`config.mk`:
```
export PLATFORM = sky130hd
export DESIGN_NAME = conv3x3_mac
export DESIGN_NICKNAME = d
export VERILOG_FILES = /design/src/rtl/cnn_pkg.sv /design/src/rtl/mac_channel.sv /design/src/rtl/conv3x3_mac.sv
export SDC_FILE = /design/constraint.sdc
export NUM_CORES = 1
export LEC_CHECK = 0
export CAP_MARGIN = 5
export CORE_UTILIZATION = 55
export CTS_BUF_LIST = sky130_fd_sc_hd__clkbuf_4
export CTS_CLUSTER_DIAMETER = 30
export CTS_CLUSTER_SIZE = 30
export DETAILED_ROUTE_END_ITERATION = 8
export GPL_TIMING_DRIVEN = 0
export PLACE_DENSITY = 0.82
export SYNTH_ARGS = -nofsm -noshare
export SYNTH_HDL_FRONTEND = slang
export SYNTH_HIERARCHICAL = 1
export SYNTH_SLANG_ARGS = --single-unit
```
`constraint.sdc`:
```
create_clock -name iClk -period 17.8 [get_ports iClk]
set_clock_uncertainty 0.2 [all_clocks]
set_input_delay 5.34 -clock iClk [delete_from_list [all_inputs] [get_ports iClk]]
set_output_delay 5.34 -clock iClk [all_outputs]
set_load 0.03 [all_outputs]
```
`src/rtl/cnn_pkg.sv`:
```
// Shared constants, FSM encoding and default kernel for the 3x3 convolution MAC.
// Contents: DATA_W, COEF_W, ACC_W widths, tap count, state_e, default Gaussian kernel.
package cnn_pkg;

  localparam int unsigned DATA_W = 24;
  localparam int unsigned COEF_W = 8;
  localparam int unsigned ACC_W  = 20;
  localparam int unsigned NTAPS  = 9;
  localparam int unsigned TAP_W  = 4;

  typedef enum logic [1:0] {
    ST_IDLE = 2'd0,
    ST_MAC  = 2'd1,
    ST_SAT  = 2'd2,
    ST_OUT  = 2'd3
  } state_e;

  // Gaussian 1,2,1 / 2,4,2 / 1,2,1; tap 0 sits in the least significant byte.
  localparam logic [NTAPS*COEF_W-1:0] DEF_KERNEL = {
    8'd1, 8'd2, 8'd1,
    8'd2, 8'd4, 8'd2,
    8'd1, 8'd2, 8'd1
  };

  function automatic logic signed [COEF_W-1:0] def_coef(input int k);
    return $signed(DEF_KERNEL[k*COEF_W +: COEF_W]);
  endfunction

endpackage

```
`src/rtl/mac_channel.sv`:
```
// One colour channel: unsigned 8-bit pixel x signed coefficient, 20-bit accumulate,
// round-half-up arithmetic shift and clamp to 0..255.
// Ports: iClk/iRst clock and async reset; iClr clears the accumulator; iEn adds one
// product; iPix/iCoef are the current tap operands; oRes_c is the saturated result
// taken combinationally from the accumulator.
module mac_channel #(
  parameter int unsigned COEF_W = cnn_pkg::COEF_W,
  parameter int unsigned SHIFT  = 4
) (
  input  logic                     iClk,
  input  logic                     iRst,
  input  logic                     iClr,
  input  logic                     iEn,
  input  logic [7:0]               iPix,
  input  logic signed [COEF_W-1:0] iCoef,
  output logic [7:0]               oRes_c
);
  import cnn_pkg::*;

  localparam int unsigned PROD_W = COEF_W + 9;
  localparam logic signed [ACC_W-1:0] RND = ACC_W'(1 << (SHIFT - 1));

  logic signed [ACC_W-1:0]  acc_q, acc_d;
  logic signed [PROD_W-1:0] prod;
  logic signed [ACC_W-1:0]  rnd;
  logic signed [ACC_W-1:0]  shf;

  // Zero-extend the pixel into a signed operand so the product keeps its sign.
  assign prod = PROD_W'($signed({1'b0, iPix})) * PROD_W'(iCoef);

  always_comb begin
    acc_d = acc_q;
    if (iClr) begin
      acc_d = '0;
    end else if (iEn) begin
      acc_d = acc_q + ACC_W'(prod);
    end
  end

  always_ff @(posedge iClk or posedge iRst) begin
    if (iRst) begin
      acc_q <= '0;
    end else begin
      acc_q <= acc_d;
    end
  end

  assign rnd = acc_q + RND;
  assign shf = rnd >>> SHIFT;

  // Negative results clamp to 0, anything above 8 bits clamps to 255.
  always_comb begin
    oRes_c = shf[7:0];
    if (shf[ACC_W-1]) begin
      oRes_c = 8'h00;
    end else if (|shf[ACC_W-2:8]) begin
      oRes_c = 8'hFF;
    end
  end

endmodule

```
`src/rtl/conv3x3_mac.sv`:
```
// Sequential 3x3 RGB888 convolution: latches a window, runs nine MAC taps on three
// channel engines, rounds/saturates, and holds the result until accepted.
// Ports: iClk/iRst; iIn0..iIn8 window (row-major) with iValid capture pulse; oBusy
// while a window is in flight; iCoefWe/iCoefAddr/iCoefData kernel writes (IDLE only);
// oPixel/oValid result with iReady accept; oDrop sticky lost-window flag.
module conv3x3_mac #(
  parameter int unsigned DATA_W = cnn_pkg::DATA_W,
  parameter int unsigned COEF_W = cnn_pkg::COEF_W,
  parameter int unsigned SHIFT  = 4
) (
  input  logic                     iClk,
  input  logic                     iRst,
  input  logic [DATA_W-1:0]        iIn0,
  input  logic [DATA_W-1:0]        iIn1,
  input  logic [DATA_W-1:0]        iIn2,
  input  logic [DATA_W-1:0]        iIn3,
  input  logic [DATA_W-1:0]        iIn4,
  input  logic [DATA_W-1:0]        iIn5,
  input  logic [DATA_W-1:0]        iIn6,
  input  logic [DATA_W-1:0]        iIn7,
  input  logic [DATA_W-1:0]        iIn8,
  input  logic                     iValid,
  output logic                     oBusy,
  input  logic                     iCoefWe,
  input  logic [3:0]               iCoefAddr,
  input  logic signed [COEF_W-1:0] iCoefData,
  output logic [DATA_W-1:0]        oPixel,
  output logic                     oValid,
  input  logic                     iReady,
  output logic                     oDrop
);
  import cnn_pkg::*;

  state_e                   state_q, state_d;
  logic [TAP_W-1:0]         tap_q, tap_d;
  logic [DATA_W-1:0]        win_q [NTAPS];
  logic [DATA_W-1:0]        win_d [NTAPS];
  logic signed [COEF_W-1:0] coef_q [NTAPS];
  logic signed [COEF_W-1:0] coef_d [NTAPS];
  logic [DATA_W-1:0]        pix_q, pix_d;
  logic                     valid_q, valid_d;
  logic                     drop_q, drop_d;

  logic [DATA_W-1:0]        in_w [NTAPS];
  logic [DATA_W-1:0]        cur_win;
  logic signed [COEF_W-1:0] cur_coef;
  logic [7:0]               ch_res [3];
  logic [DATA_W-1:0]        sat_pix;
  logic                     capture;

  assign in_w     = '{iIn0, iIn1, iIn2, iIn3, iIn4, iIn5, iIn6, iIn7, iIn8};
  assign capture  = (state_q == ST_IDLE) && iValid;
  assign cur_win  = win_q[tap_q];
  assign cur_coef = coef_q[tap_q];
  assign sat_pix  = DATA_W'({ch_res[2], ch_res[1], ch_res[0]});

  // Channel 0 = B, 1 = G, 2 = R.
  for (genvar c = 0; c < 3; c++) begin : g_ch
    mac_channel #(
      .COEF_W (COEF_W),
      .SHIFT  (SHIFT)
    ) u_mac (
      .iClk   (iClk),
      .iRst   (iRst),
      .iClr   (capture),
      .iEn    (state_q == ST_MAC),
      .iPix   (cur_win[8*c +: 8]),
      .iCoef  (cur_coef),
      .oRes_c (ch_res[c])
    );
  end

  // Next-state logic; kernel writes land only in IDLE and lose to a same-edge capture.
  always_comb begin
    state_d = state_q;
    tap_d   = tap_q;
    win_d   = win_q;
    coef_d  = coef_q;
    pix_d   = pix_q;
    valid_d = valid_q;
    drop_d  = drop_q;

    if (iValid && (state_q != ST_IDLE)) begin
      drop_d = 1'b1;
    end

    case (state_q)
      ST_IDLE: begin
        if (iValid) begin
          win_d   = in_w;
          tap_d   = '0;
          state_d = ST_MAC;
        end else if (iCoefWe && (iCoefAddr < TAP_W'(NTAPS))) begin
          coef_d[iCoefAddr] = iCoefData;
        end
      end
      ST_MAC: begin
        if (tap_q == TAP_W'(NTAPS - 1)) begin
          tap_d   = '0;
          state_d = ST_SAT;
        end else begin
          tap_d = tap_q + TAP_W'(1);
        end
      end
      ST_SAT: begin
        pix_d   = sat_pix;
        valid_d = 1'b1;
        state_d = ST_OUT;
      end
      ST_OUT: begin
        if (iReady) begin
          valid_d = 1'b0;
          state_d = ST_IDLE;
        end
      end
      default: state_d = ST_IDLE;
    endcase
  end

  always_ff @(posedge iClk or posedge iRst) begin
    if (iRst) begin
      state_q <= ST_IDLE;
      tap_q   <= '0;
      pix_q   <= '0;
      valid_q <= 1'b0;
      drop_q  <= 1'b0;
      for (int k = 0; k < int'(NTAPS); k++) begin
        win_q[k]  <= '0;
        coef_q[k] <= COEF_W'(def_coef(k));
      end
    end else begin
      state_q <= state_d;
      tap_q   <= tap_d;
      win_q   <= win_d;
      coef_q  <= coef_d;
      pix_q   <= pix_d;
      valid_q <= valid_d;
      drop_q  <= drop_d;
    end
  end

  assign oBusy  = (state_q != ST_IDLE);
  assign oPixel = pix_q;
  assign oValid = valid_q;
  assign oDrop  = drop_q;

endmodule
```
==> metrics.md <==
| Metric | Value |
|---|---|
| Synth Net Count | 2930 |
| Worst-path maximum fanout | 10 |
| Die area | between 0.04 and 0.05 sq mm |
| First-pass GRT wire length | 116000 um |
| H-tree depth | 3 |
| Post-synthesis cell count | 2355 |
| Post-cts sizing count | 0 |
| I/O Pins | 260 |
| Worst Setup Start Kind | flop |
| Sequential element share of the synthesized area | a little over a third |
| Min Tclk post-route | 8.61 ns |
| Chip width | 222 um |
| Tightest Hold Check Type | flop to flop |
| Final hold viol count | 0 |
| Post-Syn Area | approximately 0.027 sq mm |
| Clock Tree Buf Depth | 3 |
| Via/cell ratio | 5.90 |
| Total Nets Final | 3280 |
| CTS tree | yes |
| Status | finished, final reports clean |
| Number of synthesized register bits | 380 |
| Gpl congestion | 0.922 |
| Worst r2r dst | g_ch[0].u_mac/acc_q[19] |
| Post-detail-place hpwl | 56200 um |
| Synth warn | 6 |
| CP required | 18.29 ns |
| Reg2Reg Depth | 20 |
| Fillcell total | roughly 3.4k |
| Initial Util | 55.8% |
| Die H | 222 um |
| Row cnt | 80 |
| DRC | 0 |
| Main synth FF type | dfrtp_1 |
| Syn Area/Cell | between 10 and 15 sq um |
| Layout cells sized above 1 | 22.6% |
| PortBufs | between 200 and 300 |
| Total grt overflow | 0 |
| Core Footprint | between 0.04 and 0.05 sq mm |
| Setup Viol. Count Final | 0 |
| Initial antenna violation count | 9 |
| Crit Path Category | flop to flop |
| Hold-fix buffers, CTS | 0 |
| Max_slew headroom | 5.66% |
| Largest net degree at the start of global routing | 138 |
| Dpl ws | about 8.5 ns |
| Vias in the first global route | 21.6k |
| RSZ-0062 raised after global routing | false |
| Max-cap viol count | 0 |
| EDFF count, synth | 0 |
| GRT Util Overall | a little under a third |
| R2R setup slack | 9.19 ns |
| Worst path arrival time | 9.10 ns |
| FMAX | roughly 120 MHz |
| Min Hold Slack | a little under 0.3 ns |
| Crit path capture | g_ch[0].u_mac/acc_q[19] |
| First-pass DRT Iterations | 6 |
| Sink Count | 380 |
| CP startpoint | tap_q[0] |
| Asr flop ratio synth | 100% |
| Period Utilization, post-route | roughly half |
| Initial DRC count | 1204 |
| ANT nets after route | 0 |
| Num CTS Buffers | 81 |
| Clock Tree Root | clkbuf_4 |
| DR vias | between 20k and 25k |
| Crit. End Element | flop |
| WL final | 72700 um |
| Area grow syn2layout | 18.3% |
| Clk_lat worst skew | 0.88 ns |
| DR WL/cell | 21.4 um |
| Least-Margin Pin Slew | between 1 and 1.5 ns |
| Netlist cell types | 95 |
| Slew Viols, Final | 0 |
| Worst flop-to-flop path startpoint | tap_q[0] |
| Setup ws final | between 9 and 10 ns |
| Register clock-pin slew on the reported worst setup and hold paths | 0.09 ns |
| # Post-CTS Setup Buffers | 0 |
| Worst Hold Depth | 1 |
cell usage in the layout, fill, tap and decap left out, types with 36 or more instances in the layout:
master and n:
a21oi_1 50, and2_1 84, ha_1 189, o21ai_0 49, dfrtp_1 371, clkdlybuf4s50_1 257, inv_1 231, clkbuf_1 58
nand3_1 36, fa_1 153, mux2_2 377, nor2_1 127, nand2_1 163, clkbuf_4 92
worst min path at each step:
stage / to / slack, ns / from
final: oDrop / 0.29 / oDrop
after global routing: oDrop / 0.31 / oDrop
after CTS: oDrop / 0.29 / oDrop
after detailed placement: oDrop / 0.27 / oDrop
after global placement: oDrop / 0.24 / oDrop
after floorplan: coef_q[40] / 0.27 / coef_q[40]
final cells by class:
cell class	count	area [sq um]	share of cell area, %
Antenna cell	12	30.0	0.0952
Buffer	93	412	1.31
Clock buffer	90	676	2.14
Clock inverter	59	602	1.91
Inverter	233	882	2.80
Multi-Input combinational cell	1649	15900	50.4
Sequential cell	380	9520	30.2
Tap cell	615	769	2.44
Timing Repair Buffer	267	2760	8.74
synthesized netlist by cell type (4+ instances only):
library cell	instances	area share, %
mux2_2	377	16
dfrtp_1	371	35
inv_1	232	3.3
ha_1	189	8.9
nand2_1	163	2.3
fa_1	153	11
nor2_1	127	1.8
and2_1	84	2.0
o21ai_0	59	1.1
clkbuf_1	58	0.82
a21oi_1	50	0.94
nand3_1	36	0.68
xnor2_1	34	1.1
o221ai_1	33	1.1
mux4_2	32	2.7
mux2i_1	27	1.0
buf_2	22	0.41
nand2b_1	18	0.42
nand4_1	18	0.42
xor2_1	18	0.59
a21o_1	15	0.42
nor2b_1	15	0.35
nor3_1	15	0.28
a211oi_1	14	0.39
a31oi_1	12	0.28
o21a_1	12	0.34
and3_1	11	0.26
dfstp_2	9	0.89
or3_1	9	0.21
buf_1	7	0.099
nand3b_1	6	0.17
o211ai_1	6	0.17
o21ai_1	6	0.11
a311o_1	5	0.19
and3_4	5	0.21
o2111ai_1	5	0.16
o31ai_1	5	0.14
buf_6	4	0.17
o22ai_1	4	0.094
o311ai_0	4	0.13
critical path, cell delays in order, from the launching register on:
cell and delay, ns:
dfrtp_1 0.38, clkbuf_1 0.40, buf_1 0.94, mux2_2 0.43
o221ai_1 0.17, o21ai_0 1.14, nand2_1 0.19, fa_1 0.53
fa_1 0.57, inv_1 0.06, fa_1 0.50, fa_1 0.57
fa_1 0.43, ha_1 0.36, a21o_1 0.19, a21oi_2 0.18
a21boi_2 0.11, a2111o_1 0.41, a21oi_1 0.14, and3b_1 0.21
mux2_4 0.30
flip-flops by register name (all words and copies together) (netlist names):
signal,cells
coef_q,72
g_ch.u_mac/acc_q,60
oDrop,1
oPixel,24
oValid,1
state_q,2
tap_q,4
win_q,216
through the flow:
step	TNS [ns]	std cells	instance area [sq um]	utilization, %
3_3_place_gp	-86.94	3227	30000	62.8
3_5_place_dp	0	3235	30200	63.3
4_1_cts	0	3384	31500	66.0
5_1_grt	0	3398	31500	66.0
2_1_floorplan	0	2355	26700	-
6_report	0	3398	31500	66.0
metal layers:
metal	part of all wire, %	GRT usage [%]
met4	4.4	14.4
met1	39	36.7
met5	0	0
met3	7.4	7.52
met2	49	50.6
logic make-up (layout without fill, tap and decap cells):
kind of cell,count (synthesis),count (layout),share of synthesized area [%]
AOI/OAI and AO/OA,271,271,7.06
and+or+nand+nor,545,545,10.5
adders and majority gates,342,342,20.4
muxes,437,437,19.7
other,0,12,0
xor gates and xnor gates,54,54,1.85
DFF,380,380,35.7
buffers and inverters,326,742,4.82
Power is not shown: default switching activity piles up to over one toggle a cycle in this logic, so the estimate is an artifact.
